**src/rtl/ctmt_pkg.sv**
```systemverilog
// Shared register-file constants and address type.
package ctmt_pkg;

    localparam int REG_ADDR_W = 5;
    localparam int REG_NUM    = 2 ** REG_ADDR_W;

    typedef logic [REG_ADDR_W-1:0] reg_addr_t;

endpackage

```
**src/rtl/regfile_bank_n_dec5to32.sv**
```systemverilog
// One-hot address decoder with enable; all-zero output when disabled.
module dec5to32
    import ctmt_pkg::*;
#(
    parameter int AW = REG_ADDR_W
) (
    input  logic            en_i,
    input  logic [AW-1:0]   addr_i,
    output logic [2**AW-1:0] onehot_o
);

    always_comb begin
        onehot_o = '0;
        if (en_i) begin
            onehot_o[addr_i] = 1'b1;
        end
    end

endmodule

```
**src/rtl/regfile_bank_n.sv**
```systemverilog
// 32-entry register bank with hardwired x0 and per-register busy scoreboard.
module regfile_bank_n
    import ctmt_pkg::*;
#(
    parameter int n       = 32,
    parameter int address = REG_ADDR_W
) (
    input  logic               clk_i,
    input  logic               rst_i,
    input  logic               wr_en_i,
    input  logic [address-1:0] wr_addr_i,
    input  logic [n-1:0]       wr_data_i,
    input  logic               busy_set_i,
    input  logic [address-1:0] busy_addr_i,
    input  logic [address-1:0] rs1_addr_i,
    input  logic [address-1:0] rs2_addr_i,
    output logic [n-1:0]       regs_o [0:2**address-1],
    output logic [2**address-1:0] busy_o,
    output logic               stall_o
);

    localparam int N = 2 ** address;
    localparam logic [N-1:0] X0_MASK = {{(N-1){1'b1}}, 1'b0};

    logic [n-1:0] r_regs [0:N-1];
    logic [N-1:0] r_busy;
    logic [N-1:0] w_we;
    logic [N-1:0] w_set;

    dec5to32 #(.AW(address)) u_dec_we (
        .en_i     (wr_en_i),
        .addr_i   (wr_addr_i),
        .onehot_o (w_we)
    );

    dec5to32 #(.AW(address)) u_dec_set (
        .en_i     (busy_set_i),
        .addr_i   (busy_addr_i),
        .onehot_o (w_set)
    );

    always_ff @(posedge clk_i) begin
        if (rst_i) begin
            for (int k = 0; k < N; k++) begin
                r_regs[k] <= '0;
            end
        end else begin
            for (int k = 0; k < N; k++) begin
                if (w_we[k] && k != 0) begin
                    r_regs[k] <= wr_data_i;
                end
            end
        end
    end

    // A new producer outranks a retiring one on the same register
    always_ff @(posedge clk_i) begin
        if (rst_i) begin
            r_busy <= '0;
        end else begin
            r_busy <= (w_set | (r_busy & ~w_we)) & X0_MASK;
        end
    end

    always_comb begin
        regs_o[0] = '0;
        for (int k = 1; k < N; k++) begin
            regs_o[k] = r_regs[k];
        end
    end

    assign busy_o = r_busy;

    always_comb begin
        stall_o = ((rs1_addr_i != '0) && r_busy[rs1_addr_i]) ||
                  ((rs2_addr_i != '0) && r_busy[rs2_addr_i]);
    end

endmodule

```
**config.mk**
```make
export PLATFORM = sky130hd
export DESIGN_NAME = regfile_bank_n
export DESIGN_NICKNAME = d
export VERILOG_FILES = /design/src/rtl/ctmt_pkg.sv /design/src/rtl/regfile_bank_n_dec5to32.sv /design/src/rtl/regfile_bank_n.sv
export SDC_FILE = /design/constraint.sdc
export NUM_CORES = 1
export LEC_CHECK = 0
export BUFFER_PORTS_ARGS = -buffer_cell sky130_fd_sc_hd__buf_2
export CELL_PAD_IN_SITES_DETAIL_PLACEMENT = 1
export CELL_PAD_IN_SITES_GLOBAL_PLACEMENT = 1
export CORE_AREA = 2 2 431 433
export DETAILED_ROUTE_END_ITERATION = 10
export DIE_AREA = 0 0 433 435
export PLACE_DENSITY = 0.4
export SYNTH_ARGS = -nofsm -noshare
export SYNTH_HDL_FRONTEND = slang
export SYNTH_SLANG_ARGS = --single-unit
```
**constraint.sdc**
```tcl
create_clock -name clk_i -period 3.65 [get_ports clk_i]
set_input_delay 0.1825 -clock clk_i [delete_from_list [all_inputs] [get_ports clk_i]]
set_output_delay 0.1825 -clock clk_i [all_outputs]
set_load 0.01 [all_outputs]
```
# --- Yosys cells after proc, flatten, opt, wreduce, memory -nomap -nowiden ---
# Memory sizes are Yosys's and may differ from the RTL's.
# Index checks and enable logic that the tools add are counted.
totals:
  ramBits: 1024
  wordCells: 186
  input_bits: 56
  mem_count: 1
  ff_bits: 32
mem_list:
  columns: ["name", "depth", "width", "read_ports", "rd_clocked_by_memory_dff", "write_ports", "line_no", "rtl"]
  rows:
  - ["r_regs", 32, 32, 31, 0, 32, "regfile_bank_n.sv:25", "logic [n-1:0] r_regs [0:N-1];"]
classes:
  muxes: 136
  order_cmp: 6
  n_reduce_logical: 7
  n_bitwise: 34
ops:
  columns: ["operator", "n"]
  rows:
  - ["$mux 32", 33]
  - ["$mux 1", 99]
  - ["$and 32x32->32", 1]
  - ["$not 32->32", 1]
  - ["$or 32x32->32", 1]
  - ["$or 1x1->1", 31]
  - ["$lt 5x6->1 const B", 4]
  - ["$bmux 1 s5", 2]
  - ["$demux 1 s5", 2]
  - ["$ge 5x1->1 const B", 2]
  - ["$reduce_bool 5->1", 2]
  - ["$logic_and 1x1->1", 4]
  - ["$logic_or 1x1->1", 1]

# --- Longest topological paths before layout ---
depth:
  word_depth: 9
  depth_mapped: 6

# --- Cells and area by module ---
# From an unflattened synthesis, not the netlist that was laid out.
hier_totals:
  hier_cells: 1999
  area_unflattened_um2: 36246.0
modules_own_cells:
  columns: ["module", "n_inst", "cells_per_inst", "area_each_um2"]
  rows:
  - ["regfile_bank_n", 1, 1905, 35785.6]
  - ["dec5to32", 2, 47, 230.2]

# --- Least setup slack after synthesis ---
# No wires, ideal clock.
synth_path:
  kind: "input-to-reg"
  start: "input port wr_addr_i[0]"
  end: "memory r_regs[8][0] (netlist: r_regs[0][256]), enable pin"
  setup_time_ns: 0.389
  arrival_ns: 1.669
  stages: 4
  setup_slack_ns: 1.591
  path_cell_list: "nor3b_2 -> nand2_1 -> clkbuf_1 -> nand2_1"
synth_rtl:
  columns: ["item", "line_no", "rtl"]
  rows:
  - ["start, declared", "regfile_bank_n.sv:11", "input logic [address-1:0] wr_addr_i,"]
  - ["end, declared", "regfile_bank_n.sv:25", null]

==> results.md <==
- Min-Delay Path Class: in2reg
- Initial antenna violation count: 35
- Final hold vios: 0
- CP max FO: 34
- Top post-synthesis cells by area: edfxtp_1 86%, nor2_1 6.0%, dfxtp_1 1.8%
- Worst r2r path cells: 3
- Hold Path Sink: r_regs[0][377]
- R2R Path Start: busy_o[23]
- P&R area growth vs syn: 36.58%
- Startpoint Class: input pin
- Gpl congestion: ~0.79
- WL met1: about 66000 um
- Power share of the combinational group: just under 9%
- Clock power frac: between 40% and 50%
- Number of clock sinks: between 1000 and 1500
- Die area: 188400 um2
- Worst VDD drop: 0.3975 mV
- H-Tree Level Count: 3
- Setup TNS: 0 ns
- # Post-CTS Setup Buffers: 0
- Count of unique library cells instantiated by Yosys: 44
- Post-layout minimum cycle time: 2.665 ns
- Nets: 3221
- Worst Path Class, Setup: in2reg
- Dominant cell type by area after synthesis: edfxtp_1
- Worst-margin pin slew: between 1 and 1.5 ns
- Via/cell ratio: between 3 and 4
- Clock latency on the worst-skew pair: about 0.74 ns
- Iter 0 DRT Violations: roughly 1600
- Hold_sp: wr_data_i[25]
- Core area: roughly 180000 um2
- Number of global-route vias before repair: 22440
- I/O pins: approximately 1100
- Cell total after placement: 5504
- Status: complete, no violations
- Worst path arrival time: 3.39 ns
- Cells on Worst Hold Path: 3
- Total number of vias: between 20000 and 25000
- Chip height: about 440 um
- GRT Residual Overflow: 0
- Layout cell share with drive strength beyond 1: 42.66%
- Crit. End Element: flip-flop
- Count leader, synth: edfxtp_1
- Max Cap Viol: 0
- Port bufs: ~1100
- Initial core utilization: 18.89%
- Met2 wire len: approximately 85000 um
- Fillers: ~20000
- Finish-stage setup viols: 0
- TritonCTS clock tree: done
- Final Instance Count excl. Fillers: about 5800
- Number of synthesized flops with an enable pin: 992
- YS warnings: 0
- Async S/R FF share, synth: 0%
- Flops & latches, synth: 1023
- Max-slew headroom: about a quarter
- Post-Syn Instances: around 2000
- Fin crit share: between 70% and 80%
- Top FF cell, synth: edfxtp_1
- Power per cell area: approximately 590 nW/um2
- Switch share: about a quarter
- Syn_area_per_cell: 17.70 um2
- Max Clk Rate: around 0.38 GHz
- Clock skew: 0 ns
- Die W: around 430 um
- Metal3 WL: 13190 um
- Worst-path clk slew: roughly 0.060 ns
- RR Endpoint: busy_o[23]
- Clock root cell: clkbuf_16
- Switching Power: 7206 uW
- Sequential power share: 49.4%
- WP data required: 4.37 ns
- 1st-pass router iterations: 4
- GRT Total Usage: between 10% and 20%
- Final WL: roughly 170000 um
- Sequential fraction of the synthesis area: between 80% and 90%
- Largest net degree at the start of global routing: 35
- List of most frequent post-synthesis cells: 992 x edfxtp_1, 554 x nor2_1, 103 x nand2_1
- Post-DP HPWL: 121900 um
- Antenna-violating nets left: 0
- Top-area cell type share of the netlist area: between 80 and 90%
- # rows: 158
- Worst-case clock buffer depth: 3
- First-pass GRT wire length: around 220000 um
- RSZ-0062 raised after global routing: no
- Reg-to-reg slack, setup: around 2.3 ns
- Post-route DRC: 0
- TritonCTS Buffers: between 100 and 150
- Drt wl/cell: about 30 um
- Leakage: roughly 0.018 uW
- Synth Cell Area: about 35000 um2
- Max Slew Vio Count: 0
- Top layer in use: met5
- Internal: roughly 21000 uW
==> critical path, cell delays in order <==
cell           delay [ns]
dlygate4sd3_1        0.57
buf_2                0.18
inv_4                0.45
buf_4                0.39
nand2_2              0.61
o22ai_1              0.40
dlygate4sd3_1        0.59
==> logic make-up (layout without fill, tap and decap cells) <==
family / Yosys count / after routing / share of synthesized area, %
other: 1 / 45 / 0.01079
AO/OA/AOI/OAI: 40 / 40 / 0.9356
AND/OR/NAND/NOR: 699 / 699 / 7.992
multiplexers: 20 / 20 / 1.029
flip-flops: 1023 / 1023 / 87.46
buffers and inverters: 181 / 1448 / 2.573
==> how the worst max path moves through the flow <==
stage,from,endpoint,slack [ns],depth (start not counted)
after floorplan,wr_addr_i[0],r_regs[0][256],1.59,4
after global placement,rst_i,r_regs[1][163],0.89,6
after detailed placement,rst_i,r_regs[1][259],0.79,6
after CTS,rst_i,busy_o[14],0.90,7
after global routing,rst_i,busy_o[14],0.82,7
final,rst_i,busy_o[14],0.98,7
==> per-stage QoR <==
stage / util [%] / power, uW / instance area (um2) / hold slack, ns / setup slack, ns
detailed placement: 23.60 / 16780 / 43440 / 0.5004 / 0.7903
floorplan: - / 15030 / 34890 / 0.2970 / 1.591
finish: 25.80 / 28250 / 47490 / 0.06077 / 0.9849
CTS: 25.78 / 28740 / 47460 / 0.002668 / 0.8980
global placement: 23.60 / 16780 / 43440 / 0.4999 / 0.8892
global route: 25.80 / 29190 / 47480 / 0.07809 / 0.8152
==> cell type report <==
class | count | area (um2) | share of cell area (%)
sequential | 1023 | 30410 | 64.04
tap | 2480 | 3103 | 6.534
clock buffer | 158 | 3226 | 6.793
timing repair buffer | 1179 | 6241 | 13.14
inverter | 51 | 193.9 | 0.4084
multi-input combinational | 792 | 3704 | 7.799
antenna | 12 | 30.03 | 0.06324
clock inverter | 60 | 580.6 | 1.223
==> sequential cells by signal, indices dropped and copies added, names as in the netlist <==
name / count
busy_o: 31
r_regs: 992
==> power by group through the flow <==
stage / combinational, uW / clock (uW) / sequential [uW]
after floorplan: 423 / 0 / 14600
after global placement: 2560 / 0 / 14200
after detailed placement: 2550 / 0 / 14200
after CTS: 2570 / 12200 / 14000
after global routing: 2620 / 12500 / 14000
final: 2470 / 11800 / 14000
==> cell usage in the layout, fill, tap and decap left out, types with 4 or more instances in the layout <==
cell type	Yosys	layout
buf_4	33	76
mux2i_1	8	8
inv_6	0	4
buf_2	53	1079
clkinv_1	0	20
bufinv_16	0	7
mux4_2	6	6
dlygate4sd3_1	0	21
clkbuf_1	39	30
edfxtp_1	992	992
clkinv_16	0	4
clkinv_2	0	20
conb_1	1	33
diode_2	0	12
clkbuf_8	1	8
nor2_1	554	554
mux4_1	5	5
nor3_1	6	6
clkbuf_16	0	120
nand3_1	7	7
inv_1	50	50
nand2_1	103	56
a32o_1	16	16
nand2_2	4	51
o22ai_1	13	13
dfxtp_1	31	31
==> routing by layer <==
metal | track usage [%] | vias up
met1 | 20.26 | 11560
met3 | 5.209 | 272
met5 | 0 | -
met4 | 8.561 | 18
met2 | 30.12 | 944
li1 | - | 9434
==> timing repair <==
item | CTS | global route
gates resized for setup | 0 | 0
hold buffers | 21 | 0
endpoints found under the hold margin | 47 | 0
endpoints found under the setup margin | 0 | 0
(Power assumes the default switching activity.)
